===== config.mk =====
export PLATFORM = sky130hd
export DESIGN_NAME = regfile_commit_sequencer_flat
export DESIGN_NICKNAME = d
export VERILOG_FILES = /design/src/rtl/regfile_commit_sequencer_if.sv /design/src/rtl/regfile_commit_sequencer.sv /design/src/flat_wrapper.sv
export SDC_FILE = /design/constraint.sdc
export NUM_CORES = 1
export LEC_CHECK = 0
export BUFFER_PORTS_ARGS = -buffer_cell sky130_fd_sc_hd__buf_2
export CAP_MARGIN = 25
export CORE_MARGIN = 8
export CORE_UTILIZATION = 35
export DETAILED_ROUTE_END_ITERATION = 8
export SLEW_MARGIN = 20
export SYNTH_ARGS = -nofsm -noshare
export SYNTH_HDL_FRONTEND = slang
export SYNTH_SLANG_ARGS = --single-unit

===== constraint.sdc =====
create_clock -name clk -period 4.88 [get_ports clk]
set_input_delay 0.244 -clock clk [delete_from_list [all_inputs] [get_ports clk]]
set_output_delay 0.244 -clock clk [all_outputs]
set_load 0.01 [all_outputs]

===== src/rtl/regfile_commit_sequencer_if.sv =====
// Commit-side, RegFile write-port and lookup signals of the commit sequencer.
// master: the commit source / consumer (ROB side); slave: the sequencer itself.
interface regfile_commit_sequencer_if #(
  parameter int unsigned ROB_Entry_WIDTH = 5,
  parameter int unsigned FIFO_DEPTH      = 4
);
  localparam int unsigned CountW = $clog2(FIFO_DEPTH) + 1;

  // Commit lane 0 (older)
  logic                       C0_valid;
  logic [ROB_Entry_WIDTH-1:0] C0_ROBEN;
  logic [4:0]                 C0_DRindex;
  logic [31:0]                C0_Data;
  // Commit lane 1 (younger)
  logic                       C1_valid;
  logic [ROB_Entry_WIDTH-1:0] C1_ROBEN;
  logic [4:0]                 C1_DRindex;
  logic [31:0]                C1_Data;
  logic                       commit_ready;
  // RegFile write port
  logic [ROB_Entry_WIDTH-1:0] WP1_ROBEN;
  logic [4:0]                 WP1_DRindex;
  logic [31:0]                WP1_Data;
  // Pending-write lookup
  logic [4:0]                 LK_index;
  logic                       LK_hit;
  logic [ROB_Entry_WIDTH-1:0] LK_ROBEN;
  logic [31:0]                LK_Data;
  logic [CountW-1:0]          fifo_count;

  modport master (
    output C0_valid, C0_ROBEN, C0_DRindex, C0_Data,
    output C1_valid, C1_ROBEN, C1_DRindex, C1_Data,
    output LK_index,
    input  commit_ready, WP1_ROBEN, WP1_DRindex, WP1_Data,
    input  LK_hit, LK_ROBEN, LK_Data, fifo_count
  );

  modport slave (
    input  C0_valid, C0_ROBEN, C0_DRindex, C0_Data,
    input  C1_valid, C1_ROBEN, C1_DRindex, C1_Data,
    input  LK_index,
    output commit_ready, WP1_ROBEN, WP1_DRindex, WP1_Data,
    output LK_hit, LK_ROBEN, LK_Data, fifo_count
  );
endinterface


===== src/rtl/regfile_commit_sequencer.sv =====
// Buffers up to two in-order ROB commits per cycle in a small FIFO and drains one
// write per cycle into the RegFile write port. Offers a combinational lookup of the
// youngest pending write to a register so readers can forward not-yet-written data.
module regfile_commit_sequencer #(
  parameter int unsigned ROB_Entry_WIDTH = 5,
  parameter int unsigned FIFO_DEPTH      = 4
) (
  input logic                      clk,
  input logic                      rst,
  regfile_commit_sequencer_if.slave bus
);

  localparam int unsigned PtrW = $clog2(FIFO_DEPTH);
  localparam int unsigned CntW = PtrW + 1;

  typedef struct packed {
    logic [ROB_Entry_WIDTH-1:0] roben;
    logic [4:0]                 dr;
    logic [31:0]                data;
  } entry_t;

  entry_t            mem_q [FIFO_DEPTH];
  logic [PtrW-1:0]   head_q, head_d;
  logic [PtrW-1:0]   tail_q, tail_d;
  logic [CntW-1:0]   count_q, count_d;
  entry_t            wp1_q, wp1_d;

  logic              ready;
  logic              enq0, enq1, deq;
  logic [1:0]        n_enq;
  logic              wr_a_en, wr_b_en;
  logic [PtrW-1:0]   wr_a_idx, wr_b_idx;
  entry_t            wr_a_entry, wr_b_entry;
  entry_t            lane0, lane1;

  logic                       lk_hit;
  logic [ROB_Entry_WIDTH-1:0] lk_roben;
  logic [31:0]                lk_data;
  logic [PtrW-1:0]            lk_idx;

  // Ready uses the pre-edge count only: a dequeue in the same edge does not help.
  assign ready = (count_q <= CntW'(FIFO_DEPTH - 2));

  assign lane0 = '{roben: bus.C0_ROBEN, dr: bus.C0_DRindex, data: bus.C0_Data};
  assign lane1 = '{roben: bus.C1_ROBEN, dr: bus.C1_DRindex, data: bus.C1_Data};

  // Enqueue/dequeue decisions, write slots and next pointer/count/WP1 state.
  always_comb begin
    enq0       = ready && bus.C0_valid && (bus.C0_DRindex != 5'd0);
    enq1       = ready && bus.C1_valid && (bus.C1_DRindex != 5'd0);
    deq        = (count_q != '0);
    n_enq      = {1'b0, enq0} + {1'b0, enq1};
    // C1 takes the slot after C0 when both land, otherwise the tail slot itself.
    wr_a_en    = enq0;
    wr_a_idx   = tail_q;
    wr_a_entry = lane0;
    wr_b_en    = enq1;
    wr_b_idx   = enq0 ? tail_q + PtrW'(1) : tail_q;
    wr_b_entry = lane1;
    tail_d     = tail_q + PtrW'(n_enq);
    head_d     = deq ? head_q + PtrW'(1) : head_q;
    count_d    = count_q + CntW'(n_enq) - CntW'(deq);
    wp1_d      = deq ? mem_q[head_q] : '0;
  end

  // Pointer, count and write-port stage; reset discards everything at once.
  always_ff @(posedge clk or posedge rst) begin
    if (rst) begin
      head_q  <= '0;
      tail_q  <= '0;
      count_q <= '0;
      wp1_q   <= '0;
    end else begin
      head_q  <= head_d;
      tail_q  <= tail_d;
      count_q <= count_d;
      wp1_q   <= wp1_d;
    end
  end

  // Storage array; stale contents are harmless because only head..tail-1 is ever read.
  always_ff @(posedge clk) begin
    if (wr_a_en) mem_q[wr_a_idx] <= wr_a_entry;
    if (wr_b_en) mem_q[wr_b_idx] <= wr_b_entry;
  end

  // Youngest-match lookup: scan WP1 first, then FIFO oldest to youngest so later hits win.
  always_comb begin
    lk_hit   = 1'b0;
    lk_roben = '0;
    lk_data  = '0;
    lk_idx   = '0;
    if (bus.LK_index != 5'd0) begin
      if ((wp1_q.roben != '0) && (wp1_q.dr == bus.LK_index)) begin
        lk_hit   = 1'b1;
        lk_roben = wp1_q.roben;
        lk_data  = wp1_q.data;
      end
      for (int unsigned i = 0; i < FIFO_DEPTH; i++) begin
        lk_idx = head_q + PtrW'(i);
        if ((CntW'(i) < count_q) && (mem_q[lk_idx].dr == bus.LK_index)) begin
          lk_hit   = 1'b1;
          lk_roben = mem_q[lk_idx].roben;
          lk_data  = mem_q[lk_idx].data;
        end
      end
    end
  end

  assign bus.commit_ready = ready;
  assign bus.fifo_count   = count_q;
  assign bus.WP1_ROBEN    = wp1_q.roben;
  assign bus.WP1_DRindex  = wp1_q.dr;
  assign bus.WP1_Data     = wp1_q.data;
  assign bus.LK_hit       = lk_hit;
  assign bus.LK_ROBEN     = lk_roben;
  assign bus.LK_Data      = lk_data;

endmodule


===== src/flat_wrapper.sv =====
// flat-port wrapper written by rule: the top's interface ports become plain ports
module regfile_commit_sequencer_flat 
#(
  parameter int unsigned ROB_Entry_WIDTH = 5,
  parameter int unsigned FIFO_DEPTH      = 4
)
  (clk, rst, bus_C0_valid, bus_C0_ROBEN, bus_C0_DRindex, bus_C0_Data, bus_C1_valid, bus_C1_ROBEN, bus_C1_DRindex, bus_C1_Data, bus_LK_index, bus_commit_ready, bus_WP1_ROBEN, bus_WP1_DRindex, bus_WP1_Data, bus_LK_hit, bus_LK_ROBEN, bus_LK_Data, bus_fifo_count);
  regfile_commit_sequencer_if #(.ROB_Entry_WIDTH(ROB_Entry_WIDTH), .FIFO_DEPTH(FIFO_DEPTH)) bus_i ();
  input logic clk;
  input logic rst;
  input wire logic [$bits(bus_i.C0_valid)-1:0] bus_C0_valid;
  input wire logic [$bits(bus_i.C0_ROBEN)-1:0] bus_C0_ROBEN;
  input wire logic [$bits(bus_i.C0_DRindex)-1:0] bus_C0_DRindex;
  input wire logic [$bits(bus_i.C0_Data)-1:0] bus_C0_Data;
  input wire logic [$bits(bus_i.C1_valid)-1:0] bus_C1_valid;
  input wire logic [$bits(bus_i.C1_ROBEN)-1:0] bus_C1_ROBEN;
  input wire logic [$bits(bus_i.C1_DRindex)-1:0] bus_C1_DRindex;
  input wire logic [$bits(bus_i.C1_Data)-1:0] bus_C1_Data;
  input wire logic [$bits(bus_i.LK_index)-1:0] bus_LK_index;
  output wire logic [$bits(bus_i.commit_ready)-1:0] bus_commit_ready;
  output wire logic [$bits(bus_i.WP1_ROBEN)-1:0] bus_WP1_ROBEN;
  output wire logic [$bits(bus_i.WP1_DRindex)-1:0] bus_WP1_DRindex;
  output wire logic [$bits(bus_i.WP1_Data)-1:0] bus_WP1_Data;
  output wire logic [$bits(bus_i.LK_hit)-1:0] bus_LK_hit;
  output wire logic [$bits(bus_i.LK_ROBEN)-1:0] bus_LK_ROBEN;
  output wire logic [$bits(bus_i.LK_Data)-1:0] bus_LK_Data;
  output wire logic [$bits(bus_i.fifo_count)-1:0] bus_fifo_count;
  assign bus_i.C0_valid = bus_C0_valid;
  assign bus_i.C0_ROBEN = bus_C0_ROBEN;
  assign bus_i.C0_DRindex = bus_C0_DRindex;
  assign bus_i.C0_Data = bus_C0_Data;
  assign bus_i.C1_valid = bus_C1_valid;
  assign bus_i.C1_ROBEN = bus_C1_ROBEN;
  assign bus_i.C1_DRindex = bus_C1_DRindex;
  assign bus_i.C1_Data = bus_C1_Data;
  assign bus_i.LK_index = bus_LK_index;
  assign bus_commit_ready = bus_i.commit_ready;
  assign bus_WP1_ROBEN = bus_i.WP1_ROBEN;
  assign bus_WP1_DRindex = bus_i.WP1_DRindex;
  assign bus_WP1_Data = bus_i.WP1_Data;
  assign bus_LK_hit = bus_i.LK_hit;
  assign bus_LK_ROBEN = bus_i.LK_ROBEN;
  assign bus_LK_Data = bus_i.LK_Data;
  assign bus_fifo_count = bus_i.fifo_count;
  regfile_commit_sequencer #(.ROB_Entry_WIDTH(ROB_Entry_WIDTH), .FIFO_DEPTH(FIFO_DEPTH)) u_core (.clk(clk), .rst(rst), .bus(bus_i));
endmodule

==> impl_metrics.env <==
export IMPL_min_period_ns=4.04
export IMPL_yosysSeqAreaShare=0.421
export IMPL_cts_resized=0
export IMPL_drc_errors=0
export IMPL_die_y_um=222
export IMPL_grt_pass1_wl_um=66800
export IMPL_path_class="reg2out"
export IMPL_r2r_start="u_core.bus.fifo_count[2]"
export IMPL_hold_class="in2reg"
export IMPL_tns_ns=0
export IMPL_p_sw_frac=0.383
export IMPL_cts_made_buffers=27
export IMPL_syn_nets=1216
export IMPL_dr_pass1_iters=7
export IMPL_detail_route_wl_per_cell_um=24.3
export IMPL_status="complete, no violations"
export IMPL_combinationalPowerShare=0.504
export IMPL_synth_ff_type="edfxtp_1"
export IMPL_syn_avg_cell_area_um2=13.4
export IMPL_power_switching_mw=4.12
export IMPL_netlist_area_mm2=0.0149
export IMPL_startpoint="u_core.head_q[1]"
export IMPL_regArea_mm2=0.00628
export IMPL_wirelength_um=43900
export IMPL_rr_worst_depth=7
export IMPL_critical_path_endpoint="bus_LK_Data[25]"
export IMPL_p_leak_nw=6.47
export IMPL_post_route_util=0.411
export IMPL_crit_arrival_ns=3.80
export IMPL_clock_sinks=217
export IMPL_gp_congestion=0.812
export IMPL_yosysUniqueCellTypes=46
export IMPL_cp_required_ns=4.64
export IMPL_grt_max_degree=151
export IMPL_synth_edff_count=168
export IMPL_rsz0062_at_grt="false"
export IMPL_dieWidth_um=222
export IMPL_final_cell_mix="buf_2 (176), mux2_2 (168), edfxtp_1 (168)"
export IMPL_vias=10400
export IMPL_reg2reg_to="u_core.mem_q[0][17]"
export IMPL_relSlewSlack=0.288
export IMPL_dp_final_hpwl_um=27700
export IMPL_htreeDepth=1
export IMPL_setup_violations=0
export IMPL_drt_initial_drc_count=618
export IMPL_ios=177
export IMPL_dieArea_mm2=0.0494
export IMPL_intPower_mw=6.63
export IMPL_vdd_drop_max_v=0.000437
export IMPL_clk_pin_slew_ns=0.06
export IMPL_areaGrowthSynthToFinish_pct=16.0
export IMPL_tritoncts="built"
export IMPL_endpoint_kind="output port"
export IMPL_path_max_fanout=31
export IMPL_worst_slew_pin_transition_ns=1.06
export IMPL_yosysWarnings=0
export IMPL_ys_ff_latch=217
export IMPL_crit_path_start_kind="register"
export IMPL_drive_above_1_share=0.460
export IMPL_grt_pass1_vias=10700
export IMPL_powerDensity_mw_per_mm2=622
export IMPL_clockBufferDepth=3
export IMPL_pwr_share_clk=0.196
export IMPL_use_met3=0.0331
export IMPL_multi_input_area_mm2=0.00792
export IMPL_rows=75
export IMPL_root_buffer="clkbuf_16"
export IMPL_antenna_left=0
export IMPL_hold_viol=0
export IMPL_grt_ovfl_total=0
export IMPL_fmax_mhz=247
export IMPL_worstHoldPathCells=2
export IMPL_port_buffers=176
export IMPL_antenna_found_initial=6
export IMPL_sequentialPowerShare=0.300
export IMPL_met2_usage=0.307
export IMPL_grt_busiest_layer="met2"
export IMPL_cts_setup_buffers=0
export IMPL_syn_inst=1113
export IMPL_core_area_mm2=0.0420
export IMPL_final_common_cell="buf_2"
export IMPL_r2r_slack_ns=1.10
export IMPL_async_reset_ff_frac=0.226
export IMPL_fillers=3917
export IMPL_nNetsFinal=1344
export IMPL_insertion_delay_ns=0.55
export IMPL_finClkSkew_ns=0.0135
export IMPL_slew_violations=0
export IMPL_drv_cap=0
export IMPL_start_util=0.355
export IMPL_met1_usage=0.217
export IMPL_via_per_inst=5.78
export IMPL_grt_total_usage=0.173
export IMPL_finalCritPeriodShare=0.829
[critical path: stages (launching register included)]
cell      delay, ns
dfrtp_4        0.70
mux2i_1        0.27
xor2_1         0.18
or3b_1         0.36
a2111o_2       0.71
buf_12         0.28
o31ai_1        0.08
o221ai_1       0.14
a31oi_1        0.31
buf_2          0.20
[kinds of logic after synthesis]
family          share of synthesized area
fa+ha+maj                         0.00890
xor+xnor                           0.0212
buf+inv                            0.0542
flops                               0.421
compound gates                     0.0776
mux                                 0.374
simple gates                       0.0430
[area by class of cell]
class | instances | area share
Antenna cell | 5 | 0.000724
Clock buffer | 34 | 0.0418
Clock inverter | 15 | 0.0116
Inverter | 86 | 0.0188
Multi-Input combinational cell | 708 | 0.458
Sequential cell | 217 | 0.363
Tap cell | 539 | 0.0390
Timing Repair Buffer | 201 | 0.0667
[per-stage QoR]
stage / cell area, µm² / instances / total power [mW] / hold WS [ns] / setup WS (ns)
2_1_floorplan: 14900 / 1113 / 7.14 / 0.464 / 1.55
3_3_place_gp: 16300 / 1749 / 8.63 / 0.536 / 1.17
3_5_place_dp: 16300 / 1750 / 8.74 / 0.537 / 1.09
4_1_cts: 17300 / 1800 / 10.9 / 0.00420 / 0.807
5_1_grt: 17300 / 1802 / 11.4 / 0.0185 / 0.582
6_report: 17300 / 1805 / 10.7 / 0.0383 / 0.835
[flip-flops by register name (all words and copies together) (netlist names)]
signal                  cells
u_core.head_q               2
u_core.bus.WP1_ROBEN        5
u_core.bus.WP1_DRindex      5
u_core.bus.fifo_count       3
u_core.mem_q              168
u_core.bus.WP1_Data        32
u_core.tail_q               2
[metal layers]
| layer | vias up | wire length (µm) | part of all wire |
|---|---|---|---|
| met3 | 51 | 2650 | 0.060 |
| met5 | - | 23 | 0.00052 |
| li1 | 4645 | - | - |
| met2 | 331 | 22400 | 0.51 |
| met1 | 5401 | 18100 | 0.41 |
| met4 | 4 | 824 | 0.019 |
[cells in the mapped netlist, types with 4 or more instances]
| master | instances | area [µm²] |
|---|---|---|
| o31ai_1 | 36 | 270 |
| o21ai_0 | 38 | 190 |
| o221ai_1 | 37 | 324 |
| nand2_1 | 79 | 297 |
| buf_6 | 4 | 45.0 |
| mux2i_1 | 22 | 220 |
| buf_2 | 40 | 200 |
| mux4_2 | 154 | 3470 |
| buf_4 | 6 | 45.0 |
| xnor2_1 | 25 | 219 |
| a31oi_1 | 39 | 244 |
| buf_1 | 7 | 26.3 |
| clkbuf_1 | 45 | 169 |
| xor2_1 | 11 | 96.3 |
| nor2_1 | 40 | 150 |
| nor3_1 | 7 | 35.0 |
| mux2_2 | 168 | 1890 |
| dfrtp_1 | 49 | 1230 |
| ha_1 | 9 | 113 |
| and2_1 | 6 | 37.5 |
| edfxtp_1 | 168 | 5040 |
| inv_1 | 84 | 315 |
[what timing repair did]
item                                   CTS  global route
hold buffers                             1             0
endpoints found under the hold margin   49             0
setup endpoints to repair                0             0
[worst min path at each step]
stage / startpoint / end / slack [ns]
after global placement: rst / u_core.bus.WP1_Data[0] / 0.54
after detailed placement: rst / u_core.bus.WP1_Data[0] / 0.54
after global routing: bus_C0_Data[29] / u_core.mem_q[0][29] / 0.02
after floorplan: bus_C1_Data[0] / u_core.mem_q[0][0] / 0.46
final: bus_C0_Data[31] / u_core.mem_q[1][31] / 0.04
after CTS: bus_C1_ROBEN[0] / u_core.mem_q[0][37] / 0.004
[power by group through the flow]
| stage | sequential [mW] | combinational [mW] | clock [mW] |
|---|---|---|---|
| final | 3.22 | 5.42 | 2.10 |
| after global routing | 3.30 | 5.92 | 2.22 |
| after CTS | 3.22 | 5.51 | 2.17 |
| after detailed placement | 3.26 | 5.49 | 0 |
| after global placement | 3.21 | 5.42 | 0 |
| after floorplan | 3.11 | 4.03 | 0 |
No activity file was read; power rests on OpenSTA's default activity.
